===== config.mk =====
export PLATFORM = sky130hd
export DESIGN_NAME = seg7_scan_flat
export DESIGN_NICKNAME = d
export VERILOG_FILES = /design/src/rtl/seg7_scan_if.sv /design/src/rtl/seg7_scan.sv /design/src/flat_wrapper.sv
export SDC_FILE = /design/constraint.sdc
export NUM_CORES = 1
export LEC_CHECK = 0
export CAP_MARGIN = 20
export CORE_MARGIN = 8
export CORE_UTILIZATION = 42
export CTS_CLUSTER_DIAMETER = 200
export CTS_CLUSTER_SIZE = 10
export DETAILED_ROUTE_END_ITERATION = 7
export PLACE_DENSITY_LB_ADDON = 0.3
export RECOVER_POWER = 25
export SYNTH_ARGS = -nofsm -noshare
export SYNTH_HDL_FRONTEND = slang
export SYNTH_SLANG_ARGS = --single-unit

===== constraint.sdc =====
create_clock -name clk -period 3.32 [get_ports clk]
set_input_delay 0.332 -clock clk [delete_from_list [all_inputs] [get_ports clk]]
set_output_delay 0.332 -clock clk [all_outputs]
set_load 0.02 [all_outputs]

===== src/rtl/seg7_scan_if.sv =====
// Write bus from the memory-mapped LED register into the seven-segment scanner.
interface seg7_scan_if;
  localparam int unsigned DATA_W = 32;

  logic              wr_en;
  logic              ctrl_en;
  logic [DATA_W-1:0] wr_data;

  modport master (output wr_en, output ctrl_en, output wr_data);
  modport slave  (input  wr_en, input  ctrl_en, input  wr_data);
endinterface


===== src/rtl/seg7_scan.sv =====
// Eight-digit multiplexed seven-segment driver with a frame-boundary double buffer
// for the shown value and an unshadowed digit/dp mask control register.
module seg7_scan #(
  parameter int unsigned SCAN_DIV = 20000,
  parameter bit          BLANK_LZ = 1'b1
) (
  input  logic        clk,
  input  logic        rst_n,
  seg7_scan_if.slave  bus,
  output logic [7:0]  led_en,
  output logic        led_ca,
  output logic        led_cb,
  output logic        led_cc,
  output logic        led_cd,
  output logic        led_ce,
  output logic        led_cf,
  output logic        led_cg,
  output logic        led_dp,
  output logic        frame_done
);

  localparam int unsigned DATA_W  = 32;
  localparam int unsigned DIGITS  = 8;
  localparam int unsigned IDX_W   = 3;
  localparam int unsigned SEG_W   = 7;
  localparam int unsigned MASK_W  = 8;
  localparam int unsigned CNT_W   = $clog2(SCAN_DIV);
  localparam logic [CNT_W-1:0] CNT_MAX  = CNT_W'(SCAN_DIV - 1);
  localparam logic [IDX_W-1:0] IDX_LAST = IDX_W'(DIGITS - 1);
  localparam logic [SEG_W-1:0] SEG_OFF  = 7'b111_1111;

  // Active-low {ca..cg} hex font.
  function automatic logic [SEG_W-1:0] hex_font(input logic [3:0] nib);
    logic [SEG_W-1:0] seg;
    seg = SEG_OFF;
    case (nib)
      4'h0: seg = 7'b000_0001;
      4'h1: seg = 7'b100_1111;
      4'h2: seg = 7'b001_0010;
      4'h3: seg = 7'b000_0110;
      4'h4: seg = 7'b100_1100;
      4'h5: seg = 7'b010_0100;
      4'h6: seg = 7'b010_0000;
      4'h7: seg = 7'b000_1111;
      4'h8: seg = 7'b000_0000;
      4'h9: seg = 7'b000_0100;
      4'hA: seg = 7'b000_1000;
      4'hB: seg = 7'b110_0000;
      4'hC: seg = 7'b011_0001;
      4'hD: seg = 7'b100_0010;
      4'hE: seg = 7'b011_0000;
      4'hF: seg = 7'b011_1000;
      default: seg = SEG_OFF;
    endcase
    return seg;
  endfunction

  logic [CNT_W-1:0]  cnt_q;
  logic [IDX_W-1:0]  idx_q;
  logic [DATA_W-1:0] pending_q;
  logic [DATA_W-1:0] display_q;
  logic [MASK_W-1:0] digit_mask_q;
  logic [MASK_W-1:0] dp_mask_q;
  logic              wrap_q;

  logic [7:0]        led_en_q;
  logic [SEG_W-1:0]  seg_q;
  logic              dp_q;
  logic              frame_done_q;

  logic              cnt_last_c;
  logic              wrap_c;
  logic [DATA_W-1:0] upper_c;
  logic [3:0]        nib_c;
  logic              blank_c;
  logic [7:0]        led_en_c;
  logic [SEG_W-1:0]  seg_c;
  logic              dp_c;

  // Scan position and frame-boundary detection.
  always_comb begin
    cnt_last_c = (cnt_q == CNT_MAX);
    wrap_c     = cnt_last_c && (idx_q == IDX_LAST);
  end

  // Current-digit decode; upper_c holds nibbles idx..7, so zero means a leading zero.
  always_comb begin
    upper_c  = display_q >> {idx_q, 2'b00};
    nib_c    = upper_c[3:0];
    blank_c  = !digit_mask_q[idx_q] ||
               (BLANK_LZ && (idx_q != '0) && (upper_c == '0));
    led_en_c = 8'hFF;
    seg_c    = SEG_OFF;
    dp_c     = 1'b1;
    if (!blank_c) begin
      led_en_c = ~(8'd1 << idx_q);
      seg_c    = hex_font(nib_c);
      dp_c     = ~dp_mask_q[idx_q];
    end
  end

  // Scan counters, write registers and the frame-boundary load.
  always_ff @(posedge clk) begin
    if (!rst_n) begin
      cnt_q        <= '0;
      idx_q        <= '0;
      pending_q    <= '0;
      display_q    <= '0;
      digit_mask_q <= 8'hFF;
      dp_mask_q    <= 8'h00;
      wrap_q       <= 1'b0;
    end else begin
      cnt_q  <= cnt_last_c ? '0 : cnt_q + CNT_W'(1);
      wrap_q <= wrap_c;
      if (cnt_last_c) begin
        idx_q <= idx_q + IDX_W'(1);
      end
      if (bus.wr_en) begin
        pending_q <= bus.wr_data;
      end
      if (bus.ctrl_en) begin
        {dp_mask_q, digit_mask_q} <= bus.wr_data[15:0];
      end
      // A write landing on the wrap edge goes straight to the display.
      if (wrap_c) begin
        display_q <= bus.wr_en ? bus.wr_data : pending_q;
      end
    end
  end

  // Output register; frame_done lines up with the first output cycle of digit 0.
  always_ff @(posedge clk) begin
    if (!rst_n) begin
      led_en_q     <= 8'hFF;
      seg_q        <= SEG_OFF;
      dp_q         <= 1'b1;
      frame_done_q <= 1'b0;
    end else begin
      led_en_q     <= led_en_c;
      seg_q        <= seg_c;
      dp_q         <= dp_c;
      frame_done_q <= wrap_q;
    end
  end

  assign led_en     = led_en_q;
  assign led_ca     = seg_q[6];
  assign led_cb     = seg_q[5];
  assign led_cc     = seg_q[4];
  assign led_cd     = seg_q[3];
  assign led_ce     = seg_q[2];
  assign led_cf     = seg_q[1];
  assign led_cg     = seg_q[0];
  assign led_dp     = dp_q;
  assign frame_done = frame_done_q;

endmodule


===== src/flat_wrapper.sv =====
// flat-port wrapper written by rule: the top's interface ports become plain ports
module seg7_scan_flat 
#(
  parameter int unsigned SCAN_DIV = 20000,
  parameter bit          BLANK_LZ = 1'b1
)
  (clk, rst_n, led_en, led_ca, led_cb, led_cc, led_cd, led_ce, led_cf, led_cg, led_dp, frame_done, bus_wr_en, bus_ctrl_en, bus_wr_data);
  seg7_scan_if bus_i ();
  input  logic clk;
  input  logic rst_n;
  output logic [7:0] led_en;
  output logic led_ca;
  output logic led_cb;
  output logic led_cc;
  output logic led_cd;
  output logic led_ce;
  output logic led_cf;
  output logic led_cg;
  output logic led_dp;
  output logic frame_done;
  input wire logic [$bits(bus_i.wr_en)-1:0] bus_wr_en;
  input wire logic [$bits(bus_i.ctrl_en)-1:0] bus_ctrl_en;
  input wire logic [$bits(bus_i.wr_data)-1:0] bus_wr_data;
  assign bus_i.wr_en = bus_wr_en;
  assign bus_i.ctrl_en = bus_ctrl_en;
  assign bus_i.wr_data = bus_wr_data;
  seg7_scan #(.SCAN_DIV(SCAN_DIV), .BLANK_LZ(BLANK_LZ)) u_core (.clk(clk), .rst_n(rst_n), .bus(bus_i), .led_en(led_en), .led_ca(led_ca), .led_cb(led_cb), .led_cc(led_cc), .led_cd(led_cd), .led_ce(led_ce), .led_cf(led_cf), .led_cg(led_cg), .led_dp(led_dp), .frame_done(frame_done));
endmodule

# Yosys cells after proc, flatten, opt, wreduce, memory -nomap -nowiden
# Memories as Yosys holds them, arrays and structs flattened. A register that Yosys moved wholly into a read port is not among the register bits.
# Cells that the tools add are included.
# totals
n_memories	1
reg_bits	109
wordCells	34
output_inout_bits	17
in_bits	36
mem_bits_ro	112
# classes
reduce_logical	8
n_shift	2
n_eq_ne	2
magnitude_cmp	1
mux	5
addsub	2
n_bitwise	3
# memory_table
name	words	width	rd	rd_ports_with_merged_regs	write_ports	line	text
(name not given)	16	7	1	1	0	seg7_scan.sv:36	case (nib)
# ops
op	count
$logic_not 32->1	1
$mux 32	1
$shr 32x5->32	1
$add 15x1->15 const B	1
$eq 15x15->1 const B	1
$not 8->8	1
$shl 1x3->8 const A	1
$bmux 1 s3	2
$lt 3x4->1 const B	1
$reduce_or 2->1	2
$add 3x1->3 const B	1
$eq 3x3->1 const B	1
$reduce_bool 3->1	1
$logic_and 1x1->1	2
$mux 1	2
$not 1->1	2
$logic_not 1->1	1
$logic_or 1x1->1	1

# Logic depth before layout (Yosys ltp)
# logic_depth
depth_word	5
mapped_depth	12
ltp_nobuf	8

# Worst setup path after synthesis
# No wires, ideal clock.
# synth_timing
path_kind	register -> register
from	register u_core.idx_q[0]
to	register u_core.led_en_q[1], in the netlist u_core.led_en[1]
stages_incl_launch_ff	13
n_path_buf	4
setup_time_ns	0.081
required_ns	3.239
synth_period_minus_slack_ns	2.941
t_arrival_ns	2.860
setup_slack_ns	0.379
cell_sequence	dfxtp_1 -> buf_6 -> buf_4 -> buf_4 -> mux4_2 -> mux2i_1 -> ha_1 -> inv_1 -> or4_1 -> o22ai_1 -> a31oi_2 -> buf_6 -> o211ai_1
# synth_between
elab_chain_cells	5
elab_cells_between_ends	11
classes_between	2 x shift; 2 x mux; 1 x bitwise; 6 x reduce/logical
# synth_rtl
element	line	text
start, declared	seg7_scan.sv:59	logic [IDX_W-1:0] idx_q;
start signal, assigned	seg7_scan.sv:116	idx_q <= idx_q + IDX_W'(1);
$shr 32x5->32 or $bmux 1 s3 (tied branches)	seg7_scan.sv:88, seg7_scan.sv:90	
$logic_not 32->1 or $mux 1 (tied branches)	seg7_scan.sv:91, seg7_scan.sv:90	
$logic_and 1x1->1 or $logic_not 1->1 (tied branches)	seg7_scan.sv:91, seg7_scan.sv:90	
$logic_or 1x1->1	seg7_scan.sv:90	blank_c = !digit_mask_q[idx_q] ||
$reduce_or 2->1 (no line)	n/a	
end signal, assigned	seg7_scan.sv:139	led_en_q <= led_en_c;
end, declared	seg7_scan.sv:66	logic [7:0] led_en_q;
# Several ways; a longest one is shown, not always the timed one. The select of a mux whose other input is x is not followed.
# A chain may end at the register's enable or synchronous reset.

# Final worst setup path
# layout_timing
from	register u_core.idx_q[1]
to	register u_core.led_en_q[1], in the netlist u_core.led_en[1]
# The elaborated chain is that of the path after synthesis.

==> impl_metrics.toml <==
[global_routing]
overflow = 0
grt_pass1_vias = 4026
grt_max_degree = 65
antenna_found_initial = 0
grt_usage_pct = 15.2
grt_pass1_wl_um = 19700

[timing]
slew_violations = 81
fin_skew_ps = 10.6
finalCriticalPeriod_ps = 3080
setup_viol = 0
worst_pin_slew_ps = 2380
slew_headroom_pct = -59.0
grt_setup_unrepaired = "false"
totalNegativeSetupSlack_ps = 0
timing.final.crit_share_pct = 92.7
hold_viol = 0
timing.fmax_mhz = 325

[placed_design]
dp_hpwl_um = 8110
place.gp.congestion = 0.901
dp.cells = 694
port_buffers = 52

[finish]
final_nets = 593
num_antenna_cells = 0
multiInputGateArea_um2 = 2650
fin_cells = 726
area_growth_pct = 22.4
fillers = 1073
ff_latch_area_um2 = 2320
drive_above_1_share_pct = 10.0

[synthesis]
synth_edf_count = 0
synthesis.area_um2 = 5200
synthesis.nets = 546
synth.avg_cell_area_um2 = 10.5
ys_warn_count = 0
synth_ff_type = "dfxtp_1"
synth_top_family_by_area = "multiplexers"
seq_area_frac_synth_pct = 44.6
synth-compound-area-share_pct = 11.4
synthXorXnorAreaFrac_pct = 2.36
synth_fa_ha_area_share_pct = 2.88
syn_inst = 498
async_flop_share_pct = 0
synth-simple-area-share_pct = 16.9
yosysTopAreaCell = "dfxtp_1"
synth_cell_types = 48
yosysTopAreaCellShare_pct = 44.6
muxShareOfSynthArea_pct = 17.3
ys_ff_latch = 116
yosys-top-cells-area = "dfxtp_1, mux2i_1, o211a_1"

[clock_network]
cts_hold_buf = 0
post-cts-setup-buffer-count = 0
clk_pin_slew_ps = 50
clk_path_buf_depth = 2
cts_num_sinks = 116
numCtsBuffers = 17
clkLatencyLatePin_ps = 410
cts_resized = 0
clockRootBuffer = "clkbuf_16"
cts_tree = "done"
htree_levels = 4

[power]
powerDensity_nw_per_um2 = 534
power_leakage_nw = 2.91
vdd_drop_max_uv = 296

[route]
vias = 3865
routedWlPerCell_um = 16.0
drt-pass1-iter-count = 5
post_drt_via_cell_ratio = 5.32
ant_nets = 0
drtIter0Drc = 323
wl_um = 11600
drcViolationCount = 0

[setup_path]
cp.arrival_ps = 3390
end_kind = "flop"
startpoint_type = "flop"
critPathRequiredTime_ps = 3630
worst-setup-path-type = "reg2reg"
cp_max_fo = 16

[flow_run]
maxCapViolations = 2

[run_status]
status = "complete, but fails checks"
violations = "max-capacitance violations, max-slew violations"

[floorplan]
ios = 53
die_w_um = 127
die-area_um2 = 16200
core_um2 = 12100
start_util_pct = 43.2
row_count = 40
die_h_um = 127

[min_path]
hp-class = "reg2reg"
[per-stage QoR]
step	area, um^2	setup slack [ps]	hold slack, ps	power [W]	utilization [%]
detailed placement	5800	317	432	0.00168	48.1
global placement	5800	440	428	0.00168	48.1
floorplan	5200	379	412	0.00160	-
finish	6370	241	437	0.00340	52.8
CTS	6370	255	440	0.00344	52.8
global route	6370	42.0	453	0.00353	52.8
[worst max-delay path: stages (launching register included)]
cell and delay (ps):
dfxtp_1 630, buf_4 310, mux4_2 330, mux2i_1 210, ha_1 250, inv_1 80, or4_1 400, o22ai_1 200
a31oi_2 280, o211ai_1 290
[cell families (layout without fill, tap and decap cells)]
family                     Yosys count  in the layout
buffers and inverters               41            101
muxes                               72             72
AOI/OAI and AO/OA                   72             72
xor gates and xnor gates            14             14
DFF                                116            116
adders and majority gates           12             12
and+or+nand+nor                    171            171
[cell usage in the layout (no fill, tap or decap), types with 4 or more instances in the layout]
cell type | Yosys | layout
nor2_1 | 27 | 27
clkbuf_1 | 13 | 6
nor4_1 | 6 | 6
clkdlybuf4s50_1 | 0 | 50
nand3_1 | 13 | 13
clkinv_2 | 0 | 4
ha_1 | 12 | 12
mux2i_1 | 57 | 57
o21ai_1 | 5 | 5
and3_1 | 4 | 4
o211a_1 | 33 | 33
nor2b_1 | 42 | 42
xor2_1 | 6 | 6
mux4_2 | 11 | 11
xnor2_1 | 8 | 8
nand2_1 | 52 | 52
nor3_1 | 9 | 9
buf_4 | 2 | 8
o21ai_0 | 4 | 4
inv_1 | 7 | 7
clkbuf_16 | 0 | 17
dfxtp_1 | 116 | 116
a21oi_1 | 6 | 6
o211ai_1 | 7 | 7
[Yosys cell counts, drive strengths merged, types with 9 or more instances]
| library cell | n |
|---|---|
| dfxtp | 116 |
| nor2 | 27 |
| o211a | 33 |
| buf | 20 |
| clkbuf | 13 |
| nor2b | 42 |
| ha | 12 |
| mux2i | 59 |
| nor3 | 9 |
| nand2 | 52 |
| o21ai | 9 |
| nand3 | 13 |
| mux4 | 12 |
[layer usage]
layer / GRT usage, % / wire length, um / up-vias
li1: - / - / 1879
met1: 18.0 / 5250 / 1874
met2: 24.8 / 5610 / 91
met4: 7.07 / 197 / 0
met3: 4.74 / 572 / 21
met5: 0 / 0 / -
[flip-flops by register name, indices dropped and copies added, names as in the netlist]
signal               cells
u_core.cnt_q            15
u_core.pending_q        32
u_core.wrap_q            1
u_core.digit_mask_q      8
u_core.display_q        32
u_core.led_dp            1
u_core.idx_q             3
u_core.led_en            8
u_core.seg_q             7
u_core.frame_done        1
u_core.dp_mask_q         8
[area by class of cell]
type	count	area share [%]
clock inverters	9	1.63
well taps	168	3.30
clock buffers	23	7.35
flip-flops and latches	116	36.5
repair buffers	61	9.23
multi-input cells	341	41.6
inverters	8	0.471
[worst paths after layout]
path / from / to / slack (ps) / depth (start not counted)
worst min-delay path: u_core.wrap_q / u_core.frame_done / 440 / 1
worst max register to register: u_core.idx_q[1] / u_core.led_en[1] / 240 / 9
worst min register to register: u_core.wrap_q / u_core.frame_done / 440 / 1
worst max-delay path: u_core.idx_q[1] / u_core.led_en[1] / 240 / 9
[power breakdown]
| part | total, W | internal, W | switching, W |
|---|---|---|---|
| Combinational | 0.000197 | 0.000104 | 0.0000926 |
| Sequential | 0.00146 | 0.00144 | 0.0000169 |
| Clock | 0.00175 | 0.00114 | 0.000612 |
| Total | 0.00340 | 0.00268 | 0.000722 |
Note: power is estimated with default switching activity, not from simulation.
